`config.mk`:
```
export PLATFORM = sky130hd
export DESIGN_NAME = vga_timing_gen
export DESIGN_NICKNAME = d
export VERILOG_FILES = /design/src/rtl/vga_timing_gen.sv
export SDC_FILE = /design/constraint.sdc
export NUM_CORES = 1
export LEC_CHECK = 0
export ABC_CLOCK_PERIOD_IN_PS = 8400
export CORE_MARGIN = 1
export CORE_UTILIZATION = 50
export CTS_CLUSTER_SIZE = 10
export DETAILED_ROUTE_END_ITERATION = 7
export GPL_TIMING_DRIVEN = 0
export PLACE_DENSITY = 0.78
export SLEW_MARGIN = 20
export SYNTH_ARGS = -nofsm -noshare
export SYNTH_HDL_FRONTEND = slang
export SYNTH_SLANG_ARGS = --single-unit
export TNS_END_PERCENT = 30
```
`constraint.sdc`:
```
create_clock -name clk -period 8.4 [get_ports clk]
set_input_delay 0.84 -clock clk [delete_from_list [all_inputs] [get_ports clk]]
set_output_delay 0.84 -clock clk [all_outputs]
set_load 0.1 [all_outputs]
```
`src/rtl/vga_timing_gen.sv`:
```
// vga_timing_gen: pixel-tick driven VGA raster counters with registered, zero-skew sync/enable decode and event pulses.
module vga_timing_gen #(
    parameter int H_ACTIVE  = 640,
    parameter int H_FP      = 16,
    parameter int H_SYNC    = 96,
    parameter int H_BP      = 48,
    parameter int V_ACTIVE  = 480,
    parameter int V_FP      = 10,
    parameter int V_SYNC    = 2,
    parameter int V_BP      = 29,
    parameter bit HSYNC_POL = 1'b0,
    parameter bit VSYNC_POL = 1'b0,
    parameter int CNT_W     = 10,
    parameter int FRAME_W   = 8
) (
    input  logic               clk,
    input  logic               rst,
    input  logic               pix_en,
    output logic [CNT_W-1:0]   hcnt,
    output logic [CNT_W-1:0]   vcnt,
    output logic [CNT_W-1:0]   x,
    output logic [CNT_W-1:0]   y,
    output logic               hsync,
    output logic               vsync,
    output logic               de,
    output logic               line_start,
    output logic               frame_start,
    output logic               vblank_start,
    output logic [FRAME_W-1:0] frame_cnt
);
    localparam int H_TOTAL = H_ACTIVE + H_FP + H_SYNC + H_BP;
    localparam int V_TOTAL = V_ACTIVE + V_FP + V_SYNC + V_BP;
    localparam logic [CNT_W-1:0] H_LAST  = CNT_W'(H_TOTAL - 1);
    localparam logic [CNT_W-1:0] V_LAST  = CNT_W'(V_TOTAL - 1);
    localparam logic [CNT_W-1:0] H_ACT   = CNT_W'(H_ACTIVE);
    localparam logic [CNT_W-1:0] V_ACT   = CNT_W'(V_ACTIVE);
    localparam logic [CNT_W-1:0] HS_BEG  = CNT_W'(H_ACTIVE + H_FP);
    localparam logic [CNT_W-1:0] HS_END  = CNT_W'(H_ACTIVE + H_FP + H_SYNC);
    localparam logic [CNT_W-1:0] VS_BEG  = CNT_W'(V_ACTIVE + V_FP);
    localparam logic [CNT_W-1:0] VS_END  = CNT_W'(V_ACTIVE + V_FP + V_SYNC);

    logic [CNT_W-1:0]   h_q, h_d, v_q, v_d, x_q, x_d, y_q, y_d;
    logic [FRAME_W-1:0] fc_q, fc_d;
    logic               hs_q, hs_d, vs_q, vs_d, de_q, de_d;
    logic               ls_q, ls_d, fs_q, fs_d, vb_q, vb_d;
    logic               h_wrap;

    // Outputs are decoded from the next-state counters so they line up with hcnt/vcnt.
    always_comb begin
        h_wrap = h_q == H_LAST;
        h_d    = h_q;
        v_d    = v_q;
        if (pix_en) begin
            h_d = h_wrap ? '0 : h_q + 1'b1;
            if (h_wrap) v_d = (v_q == V_LAST) ? '0 : v_q + 1'b1;
        end
        hs_d = (h_d >= HS_BEG && h_d < HS_END) ? HSYNC_POL : ~HSYNC_POL;
        vs_d = (v_d >= VS_BEG && v_d < VS_END) ? VSYNC_POL : ~VSYNC_POL;
        de_d = h_d < H_ACT && v_d < V_ACT;
        x_d  = de_d ? h_d : '0;
        y_d  = de_d ? v_d : '0;
        ls_d = pix_en && h_d == '0;
        fs_d = ls_d && v_d == '0;
        vb_d = ls_d && v_d == V_ACT;
        fc_d = fs_d ? fc_q + 1'b1 : fc_q;
    end

    always_ff @(posedge clk or negedge rst) begin
        if (!rst) begin
            h_q  <= H_LAST;
            v_q  <= V_LAST;
            fc_q <= '1;
            x_q  <= '0;
            y_q  <= '0;
            hs_q <= ~HSYNC_POL;
            vs_q <= ~VSYNC_POL;
            de_q <= 1'b0;
            ls_q <= 1'b0;
            fs_q <= 1'b0;
            vb_q <= 1'b0;
        end else begin
            h_q  <= h_d;
            v_q  <= v_d;
            fc_q <= fc_d;
            x_q  <= x_d;
            y_q  <= y_d;
            hs_q <= hs_d;
            vs_q <= vs_d;
            de_q <= de_d;
            ls_q <= ls_d;
            fs_q <= fs_d;
            vb_q <= vb_d;
        end
    end

    assign hcnt         = h_q;
    assign vcnt         = v_q;
    assign x            = x_q;
    assign y            = y_q;
    assign hsync        = hs_q;
    assign vsync        = vs_q;
    assign de           = de_q;
    assign line_start   = ls_q;
    assign frame_start  = fs_q;
    assign vblank_start = vb_q;
    assign frame_cnt    = fc_q;
endmodule

```
==> results of run 1 <==
-- report_power, final --
part | internal (mW) | switching (mW)
Sequential | 0.281 | 0.0153
Clock | 0.0594 | 0.0757
Combinational | 0.0694 | 0.183
Total | 0.410 | 0.274
-- metrics by stage --
step | utilization [%] | setup slack [ns] | instances
6_report | 66.6 | 4.82 | 387
5_1_grt | 66.6 | 4.53 | 387
4_1_cts | 66.6 | 4.84 | 387
3_5_place_dp | 65.0 | 4.53 | 379
3_3_place_gp | 65.1 | 4.58 | 379
2_1_floorplan | - | 5.25 | 253
-- critical path: stages --
cell and delay [ns]:
clkdlybuf4s50_1 0.58, clkbuf_1 0.34, nand4_1 0.14, nor4_1 0.27, xor2_1 0.33, nand2_1 0.09, nor3_1 0.38, a211o_1 0.18
clkbuf_1 0.46, nor2b_1 0.12
-- flip-flops by register name, indices dropped and copies added (netlist names) --
name	count
hcnt	10
line_start	1
hsync	1
vblank_start	1
x	10
vcnt	10
vsync	1
frame_cnt	8
de	1
y	10
frame_start	1
-- layer usage --
layer | wire length (um) | track usage (%) | part of all wire (%)
met5 | 0 | 0 | 0
met4 | 74 | 6.79 | 1.3
met3 | 265 | 4.37 | 4.5
met2 | 3010 | 40.2 | 51
met1 | 2530 | 29.2 | 43
-- synthesized netlist by cell type, types with 2 or more instances --
cell / instances / area [um^2]
dfrtp_1: 35 / 876
dfstp_2: 19 / 499
nand2_1: 18 / 67.6
nor2b_1: 15 / 93.8
nor3_1: 14 / 70.1
inv_1: 13 / 48.8
nor2_1: 13 / 48.8
xor2_1: 12 / 105
nand3_1: 11 / 55.1
nand4_1: 8 / 50.1
buf_2: 7 / 35.0
o21ai_0: 6 / 30.0
a21oi_1: 5 / 25.0
nor4_1: 5 / 31.3
xnor2_1: 5 / 43.8
and4_1: 4 / 35.0
ha_1: 4 / 50.1
nor4_2: 4 / 50.1
a31oi_1: 3 / 18.8
and3_1: 3 / 18.8
clkbuf_1: 3 / 11.3
o31ai_1: 3 / 22.5
a21o_1: 2 / 15.0
a22o_1: 2 / 17.5
and3b_1: 2 / 17.5
buf_6: 2 / 22.5
nand2b_1: 2 / 12.5
nand3b_1: 2 / 15.0
nand4b_1: 2 / 17.5
o31a_1: 2 / 17.5
-- how the worst max path moves through the flow --
stage,from,endpoint,cells after the start
final,pix_en,y[2],10
after global routing,pix_en,y[1],10
after CTS,pix_en,y[2],10
after detailed placement,pix_en,y[2],10
after global placement,pix_en,y[2],10
after floorplan,hcnt[1],frame_cnt[1],9
-- final cells by class --
cell class              instances  share of cell area [%]
inverters                      13                    1.43
plain buffers                  12                    2.01
flip-flops and latches         54                    40.2
well taps                      70                    2.56
repair buffers                 56                    16.3
clock buffers                   8                    2.34
multi-input cells             174                    35.2
-- logic make-up after synthesis --
| kind of cell | count (synthesis) | share of synthesized area [%] |
|---|---|---|
| other | 1 | 0.139 |
| XOR/XNOR | 17 | 5.52 |
| AND/OR/NAND/NOR | 115 | 26.9 |
| buffers and inverters | 25 | 4.36 |
| adder cells (fa/ha/maj) | 4 | 1.86 |
| AO/OA/AOI/OAI | 35 | 9.42 |
| multiplexers | 2 | 0.835 |
| flip-flops | 54 | 51.0 |
==> run_results.csv, run 1 <==
group,metric,value,unit
finish,final_cell_area,0.00342,mm^2
clocking,hold_buffers,0,
timing,slew-limit-headroom,34.2,%
timing,finClkSkew,0.00580,ns
logic_synthesis,syn_area_per_cell,10.7,um^2
global_routing,grt_max_degree,55,
timing,post-route-min-period,3.58,ns
logic_synthesis,syn_inst,253,
min_path,min_to,"frame_cnt[5]",
pwr,p_total,684,uW
routing,wl_per_cell,15.2,um
clocking,path_clk_slew,0.08,ns
floorplan,core_area,0.00514,mm^2
finish,antenna_cells,0,
routing,drc,0,
global_routing,grt_pass1_vias,2068,
clocking,ctsResizeCount,0,
setup_path,criticalPathCategory,"in -> reg",
clocking,cts_setup_buffers,0,
floorplan,start_util,52.5,%
global_routing,grt_first_pass_wirelength,9720,um
logic_synthesis,synth_area,0.00270,mm^2
clocking,cts_root_buf,"clkbuf_8",
timing,fmax,279,MHz
setup_path,reg2reg_slack,5.10,ns
run_status,status,"complete, no violations",
min_path,min_from,"frame_cnt[5]",
finish,drive_above_1_share,15.1,%
setup_path,required,8.56,ns
logic_synthesis,yosysWarnings,0,
global_routing,antenna_found_initial,0,
timing,hold_ws,0.535,ns
routing,drtPass1Iterations,5,
logic_synthesis,synth_edf_count,0,
logic_synthesis,synth_seq_cells,54,
timing,fin_crit_sh,42.6,%
timing,tightest_slew,0.984,ns
timing,slew_viol_final,0,
routing,drtIter0Drc,176,
logic_synthesis,yosysUniqueCellTypes,57,
routing,drtAntennaViolNets,0,
min_path,min_delay_path_depth,1,
pwr,leakagePower,1.47,nW
global_routing,gr-usage-all-layers,23.0,%
placement,place_hpwl,4290,um
floorplan,die_h,75.4,um
setup_path,crit_fanout,10,
clocking,clk_latency,0.30,ns
setup_path,endpoint_kind,"register",
routing,vias,2178,
clocking,numCtsBuffers,5,
floorplan,rows,26,
global_routing,grt-ovfl-total,0,
finish,nFillCells,435,
timing,hold_violations,0,
finish,nets,323,
setup_path,r2r-end,"y[2]",
finish,multi_input_area,0.00120,mm^2
placement,port_buffers,56,
floorplan,ioPinCount,57,
finish,syn2layout_area_growth,26.9,%
finish,seq_area,0.00138,mm^2
logic_synthesis,seq_area_frac_synth,51.0,%
logic_synthesis,syn_nets,260,
pwr,ir_drop,0.176,mV
clocking,cts_tree,"done",
routing,drt_wl_total,5880,um
floorplan,die_w,75.4,um
logic_synthesis,synth-main-ff-cell,"dfrtp_1",
pwr,power-per-cell-area,200,mW/mm^2
setup_path,ff2ff_path_depth,9,
setup_path,cp-start-kind,"input port",
logic_synthesis,synthArstFlopShare,100,%
clocking,htreeDepth,2,
setup_path,timing.rr.start,"hcnt[0]",
timing,fin_setup_tns,0,ns
placement,place_congestion,0.920,
finish,layout_common_cells,"55 x clkdlybuf4s50_1, 35 x dfrtp_1, 19 x dfstp_2",
timing,setup_viol,0,
clocking,cts.sinks,54,
routing,routed_via_density,5.63,
min_path,hold_path.class,"reg -> reg",
run,max_cap_viol_count,0,
setup_path,cp_data_arrival_time,3.74,ns
placement,place_area,0.00334,mm^2
timing,rsz0062_at_grt,"false",
floorplan,dieArea,0.00569,mm^2
clocking,cts_buffer_depth,2,
finish,layout_commonest_cell,"clkdlybuf4s50_1",
Power figures use the tool's default switching activity.
==> run 2, diff against run 1 <==
--- a/config.mk
+++ b/config.mk
@@ -5,13 +5,13 @@
 export SDC_FILE = /design/constraint.sdc
 export NUM_CORES = 1
 export LEC_CHECK = 0
-export ABC_CLOCK_PERIOD_IN_PS = 8400
+export ABC_CLOCK_PERIOD_IN_PS = 2870
 export CORE_MARGIN = 1
-export CORE_UTILIZATION = 50
+export CORE_UTILIZATION = 46
 export CTS_CLUSTER_SIZE = 10
 export DETAILED_ROUTE_END_ITERATION = 7
 export GPL_TIMING_DRIVEN = 0
-export PLACE_DENSITY = 0.78
+export PLACE_DENSITY = 0.75
 export SLEW_MARGIN = 20
 export SYNTH_ARGS = -nofsm -noshare
 export SYNTH_HDL_FRONTEND = slang
==> constraint.sdc (replaced) <==
create_clock -name clk -period 2.87 [get_ports clk]
set_input_delay 0.287 -clock clk [delete_from_list [all_inputs] [get_ports clk]]
set_output_delay 0.287 -clock clk [all_outputs]
set_load 0.1 [all_outputs]
==> run 2 against run 1 <==
The flow now finishes with violations (hold timing). Hold slack got worse by 0.54 ns. Clock-buffer cell count is 3 lower. Sequential cell count unchanged. Final cell count grew 3.6%. Total power rose to 3.1 times the previous value. Non-clock buffer count rose by 12. Critical endpoint is now frame_cnt[1].
==> run_results.csv, run 2 (same netlist as run 1, synthesis figures left out) <==
group,metric,value,unit
floorplan,die_w,78.6,um
pwr,ir_drop,0.712,mV
setup_path,cp_data_arrival_time,3.05,ns
setup_path,endpoint_kind,"register",
timing,post-route-min-period,2.79,ns
timing,slew-limit-headroom,34.4,%
global_routing,grt_first_pass_wirelength,9940,um
setup_path,worst_path_largest_cell_delay,0.65,ns
routing,drtIter0Drc,169,
finish,layout_common_cells,"55 x clkdlybuf4s50_1, 30 x dfrtp_1, 18 x nand2_1",
global_routing,grt-ovfl-total,0,
global_routing,antenna_found_initial,0,
global_routing,gr-usage-all-layers,20.8,%
routing,routed_via_density,5.49,
setup_path,required,3.13,ns
clocking,htreeDepth,2,
timing,hold_ws,-0.00418,ns
floorplan,ioPinCount,57,
timing,fin_crit_sh,97.2,%
setup_path,criticalPathCategory,"reg -> reg",
finish,nets,335,
routing,drc,0,
global_routing,grt_pass1_vias,1995,
setup_path,cp-start-kind,"register",
setup_path,crit_slowest_cell,"dfstp_4",
floorplan,rows,27,
clocking,cts_tree,"done",
setup_path,crit_fanout,7,
routing,drt_wl_total,6250,um
clocking,clk_latency,0.32,ns
timing,finClkSkew,0.0169,ns
floorplan,start_util,48.4,%
timing,setup_viol,0,
timing,tightest_slew,0.981,ns
finish,antenna_cells,0,
global_routing,grt_max_degree,55,
timing,fmax,359,MHz
routing,drtPass1Iterations,4,
timing,slew_viol_final,0,
setup_path,crit_chain,"ha_4, nand3b_1, buf_4, nor3_4, buf_6, nor3_2, nor4_4, nand4b_4, nor2_4, mux2_4",
routing,vias,2200,
run_status,status,"complete, but fails checks",
placement,place_hpwl,4150,um
run,max_cap_viol_count,0,
finish,nFillCells,437,
clocking,path_clk_slew,0.12,ns
pwr,p_total,2.12,mW
pwr,leakagePower,1.57,nW
floorplan,dieArea,0.00617,mm^2
placement,port_buffers,56,
finish,syn2layout_area_growth,35.5,%
routing,wl_per_cell,15.6,um
placement,place_congestion,0.861,
clocking,cts_root_buf,"clkbuf_8",
placement,place_area,0.00338,mm^2
min_path,hold_path.class,"in -> async",
run_status,violations,"hold timing",
routing,drtAntennaViolNets,0,
finish,layout_commonest_cell,"clkdlybuf4s50_1",
clocking,numCtsBuffers,5,
floorplan,core_area,0.00557,mm^2
timing,hold_violations,6,
finish,final_cell_area,0.00365,mm^2
finish,drive_above_1_share,24.0,%
clocking,cts_buffer_depth,2,
clocking,cts.sinks,54,
floorplan,die_h,78.6,um
pwr,power-per-cell-area,580,mW/mm^2
run 2: cell types whose count changed in the layout (fill, tap and decap cells not counted), sizes merged:
| cell | previous run | this run |
|---|---|---|
| clkbuf | 11 | 7 |
| buf | 10 | 23 |
| inv | 13 | 14 |
| clkinvlp | 0 | 2 |
run 2: worst paths after layout:
kind	startpoint	endpoint	slack, ns	cells after the start
worst min-delay path	rst	y[2]	-0.004	1
worst max register to register	hcnt[0]	frame_cnt[1]	0.08	10
max in group asynchronous	rst	vcnt[0]	2.40	1
worst min register to register	frame_cnt[7]	frame_cnt[7]	0.52	1
worst max-delay path	hcnt[0]	frame_cnt[1]	0.08	10
min in group clk	frame_cnt[7]	frame_cnt[7]	0.52	1
run 2: through the flow:
stage          worst slack, ns  TNS (ns)  util [%]  instances
2_1_floorplan         0.000217         0         -        253
3_3_place_gp            -0.431    -10.61      60.8        381
3_5_place_dp            -0.477     -9.76      60.7        381
4_1_cts                -0.0387   -0.0767      62.9        389
5_1_grt                -0.0463    -0.178      65.5        401
6_report                0.0817         0      65.5        401
run 2: critical path: cells and delay by family, from the launching register on:
kind,cells,cell delay (ns)
adder cells (fa/ha/maj),1,0.17
buffers and inverters,2,0.35
flip-flops,1,0.65
AND/OR/NAND/NOR,6,1.28
multiplexers,1,0.31
run 2: layer usage:
metal	share of wire [%]	global-route usage, %	vias up
met2	48	31.1	80
met3	6.2	5.12	8
li1	-	-	1058
met4	1.2	6.48	0
met5	0	0	-
met1	45	29.6	1054
run 2: final cells by class:
cell class	instances	area (um^2)	area share (%)
Sequential cell	54	1400	38.3
Timing Repair Buffer	69	659	18.0
Tap cell	72	90.1	2.47
Multi-Input combinational cell	174	1290	35.4
Inverter	13	48.8	1.34
Buffer	11	68.8	1.88
Clock buffer	5	68.8	1.88
Clock inverter	3	23.8	0.651
run 2: power breakdown:
group	switching (mW)	total, mW	leakage (nW)	internal, mW
Sequential	0.0535	0.888	0.671	0.834
Combinational	0.547	0.780	0.859	0.233
Clock	0.275	0.450	0.0408	0.175
Total	0.875	2.12	1.57	1.24
run 2: timing repair:
action	in CTS	in global routing
gates cloned	0	0
setup buffers	0	13
endpoints found under the setup margin	26	28
gates resized for setup	6	12
pin swaps	1	10
hold endpoints to repair	0	0
hold buffers	0	0
==> run 3, diff against run 2 <==
--- a/config.mk
+++ b/config.mk
@@ -11,6 +11,7 @@
 export CTS_CLUSTER_SIZE = 10
 export DETAILED_ROUTE_END_ITERATION = 7
 export GPL_TIMING_DRIVEN = 0
+export HOLD_SLACK_MARGIN = 0.06
 export PLACE_DENSITY = 0.75
 export SLEW_MARGIN = 20
 export SYNTH_ARGS = -nofsm -noshare
==> run 3 against run 2 <==
The run now ends clean. Final cell count rose by 0.25%. First-iteration DRC count rose by 23%. Maximum frequency rose by 0.14%. Sequential cell count did not move. Hold slack improved by 0.53 ns. Register-to-register slack barely moved. Routed wire length fell by 0.58%. Combinational power barely moved. Final area rose by 0.27%. Via count rose by 0.23%. Total power barely moved. Setup slack improved by 0.0039 ns.
==> run_results.csv, run 3 (same netlist as run 1, synthesis figures left out) <==
group,metric,value,unit
setup_path,cp_data_arrival_time,3.05,ns
placement,port_buffers,56,
clocking,numCtsBuffers,5,
floorplan,die_w,78.6,um
pwr,power-per-cell-area,578,mW/mm^2
setup_path,cp-start-kind,"register",
timing,fin_crit_sh,97.0,%
finish,layout_common_cells,"55 x clkdlybuf4s50_1, 30 x dfrtp_1, 18 x nand2_1",
global_routing,gr-usage-all-layers,20.8,%
pwr,internal-power,1.24,mW
setup_path,crit_chain,"ha_4, nand3b_1, buf_4, nor3_4, buf_6, nor3_2, nor4_4, nand4b_4, nor2_4, mux2_4",
pwr,p_seq_share,41.9,%
setup_path,reg2reg_slack,0.09,ns
clocking,clk_latency,0.32,ns
routing,drtIter0Drc,208,
placement,place_congestion,0.861,
timing,slew_viol_final,0,
setup_path,cp_top_family,"simple AND/OR/NAND/NOR gates",
setup_path,endpoint_kind,"register",
global_routing,grt-ovfl-total,0,
timing,tightest_slew,0.981,ns
timing,hold_violations,0,
placement,place_hpwl,4150,um
finish,fin_util,65.7,%
routing,routed_via_density,5.49,
pwr,p_clk_share,21.2,%
timing,hold_ws,0.525,ns
floorplan,start_util,48.4,%
floorplan,die_h,78.6,um
finish,layout_commonest_cell,"clkdlybuf4s50_1",
global_routing,grt_first_pass_wirelength,9940,um
run,max_cap_viol_count,0,
finish,syn2layout_area_growth,35.9,%
routing,drtPass1Iterations,4,
global_routing,antenna_found_initial,0,
finish,final_cells,402,
clocking,cts_root_buf,"clkbuf_8",
finish,nets,336,
pwr,combPwrFrac,36.9,%
finish,nFillCells,436,
setup_path,crit_slowest_cell,"dfstp_4",
clocking,cts.sinks,54,
clocking,htreeDepth,2,
floorplan,core_area,0.00557,mm^2
placement,placed_cells,381,
floorplan,dieArea,0.00617,mm^2
routing,vias,2205,
clocking,cts_tree,"done",
setup_path,crit_buf_inv,2,
clocking,cts_buffer_depth,2,
pwr,p_total,2.12,mW
setup_path,required,3.13,ns
routing,wl_per_cell,15.5,um
pwr,p_sw_share,41.3,%
timing,setup_viol,0,
pwr,leakagePower,1.57,nW
timing,post-route-min-period,2.78,ns
timing,finClkSkew,0.0169,ns
finish,drive_above_1_share,23.9,%
floorplan,rows,27,
routing,drc,0,
pwr,p_sw,875,uW
timing,fin_setup_tns,0,ns
global_routing,grt_max_degree,55,
routing,drt_wl_total,6210,um
floorplan,ioPinCount,57,
setup_path,criticalPathCategory,"reg -> reg",
routing,drtAntennaViolNets,0,
timing,slew-limit-headroom,34.4,%
global_routing,grt_pass1_vias,1995,
setup_path,crit_fanout,7,
timing,fmax,359,MHz
pwr,ir_drop,0.712,mV
finish,antenna_cells,0,
clocking,path_clk_slew,0.12,ns
min_path,hold_path.class,"reg -> reg",
run_status,status,"complete, no violations",
setup_path,worst_path_largest_cell_delay,0.65,ns
run 3: changes by cell type in the layout (fill, tap and decap cells not counted), sizes merged:
| cell | change |
|---|---|
| dlygate4sd3 | +1 |
run 3: through the flow:
| stage | area (um^2) | worst slack, ns |
|---|---|---|
| after floorplan | 2740 | 0.000217 |
| after global placement | 3390 | -0.431 |
| after detailed placement | 3380 | -0.477 |
| after CTS | 3510 | -0.0387 |
| after global routing | 3660 | -0.0463 |
| final | 3660 | 0.0856 |
run 3: per-layer routing:
metal | wire length (um) | vias up | global-route usage [%] | share of wire, %
li1 | - | 1061 | - | -
met1 | 2790 | 1067 | 29.6 | 45
met2 | 2980 | 69 | 31.1 | 48
met3 | 361 | 8 | 5.12 | 5.8
met4 | 75 | 0 | 6.48 | 1.2
met5 | 0 | - | 0 | 0
run 3: path summary, 6_finish.rpt:
kind	startpoint	to	cells past startpoint
setup reg to reg	hcnt[0]	frame_cnt[1]	10
min in group asynchronous	rst	y[2]	2
max in group asynchronous	rst	vcnt[0]	2
hold reg to reg	frame_cnt[7]	frame_cnt[7]	1
hold / removal	frame_cnt[7]	frame_cnt[7]	1
setup / recovery	hcnt[0]	frame_cnt[1]	10
run 3: cell type report:
cell class	instances	area [um^2]	area share [%]
Clock buffer	5	68.8	1.88
Clock inverter	3	23.8	0.649
Buffer	11	68.8	1.88
Tap cell	72	90.1	2.46
Inverter	13	48.8	1.33
Timing Repair Buffer	70	669	18.3
Sequential cell	54	1400	38.2
Multi-Input combinational cell	174	1290	35.3
run 3: worst register-to-register path: cells and delay by family, from the launching register on:
kind,cells,cell delay (ns)
fa+ha+maj,1,0.17
buf+inv,2,0.35
mux,1,0.31
flops,1,0.65
simple gates,6,1.27
run 3: power groups by stage:
stage | Sequential (mW) | Clock [mW] | Combinational, mW
finish | 0.888 | 0.450 | 0.781
global route | 0.899 | 0.483 | 0.825
CTS | 0.881 | 0.456 | 0.753
detailed placement | 0.895 | 0 | 0.746
global placement | 0.896 | 0 | 0.735
floorplan | 1.19 | 0 | 0.286
run 3: timing repair:
action	4_1_cts	5_1_grt
endpoints found under the hold margin	35	0
hold buffers	1	0
resized for setup	6	12
setup endpoints to repair	26	28
buffers inserted	0	13
pin swaps	1	10
cloned	0	0
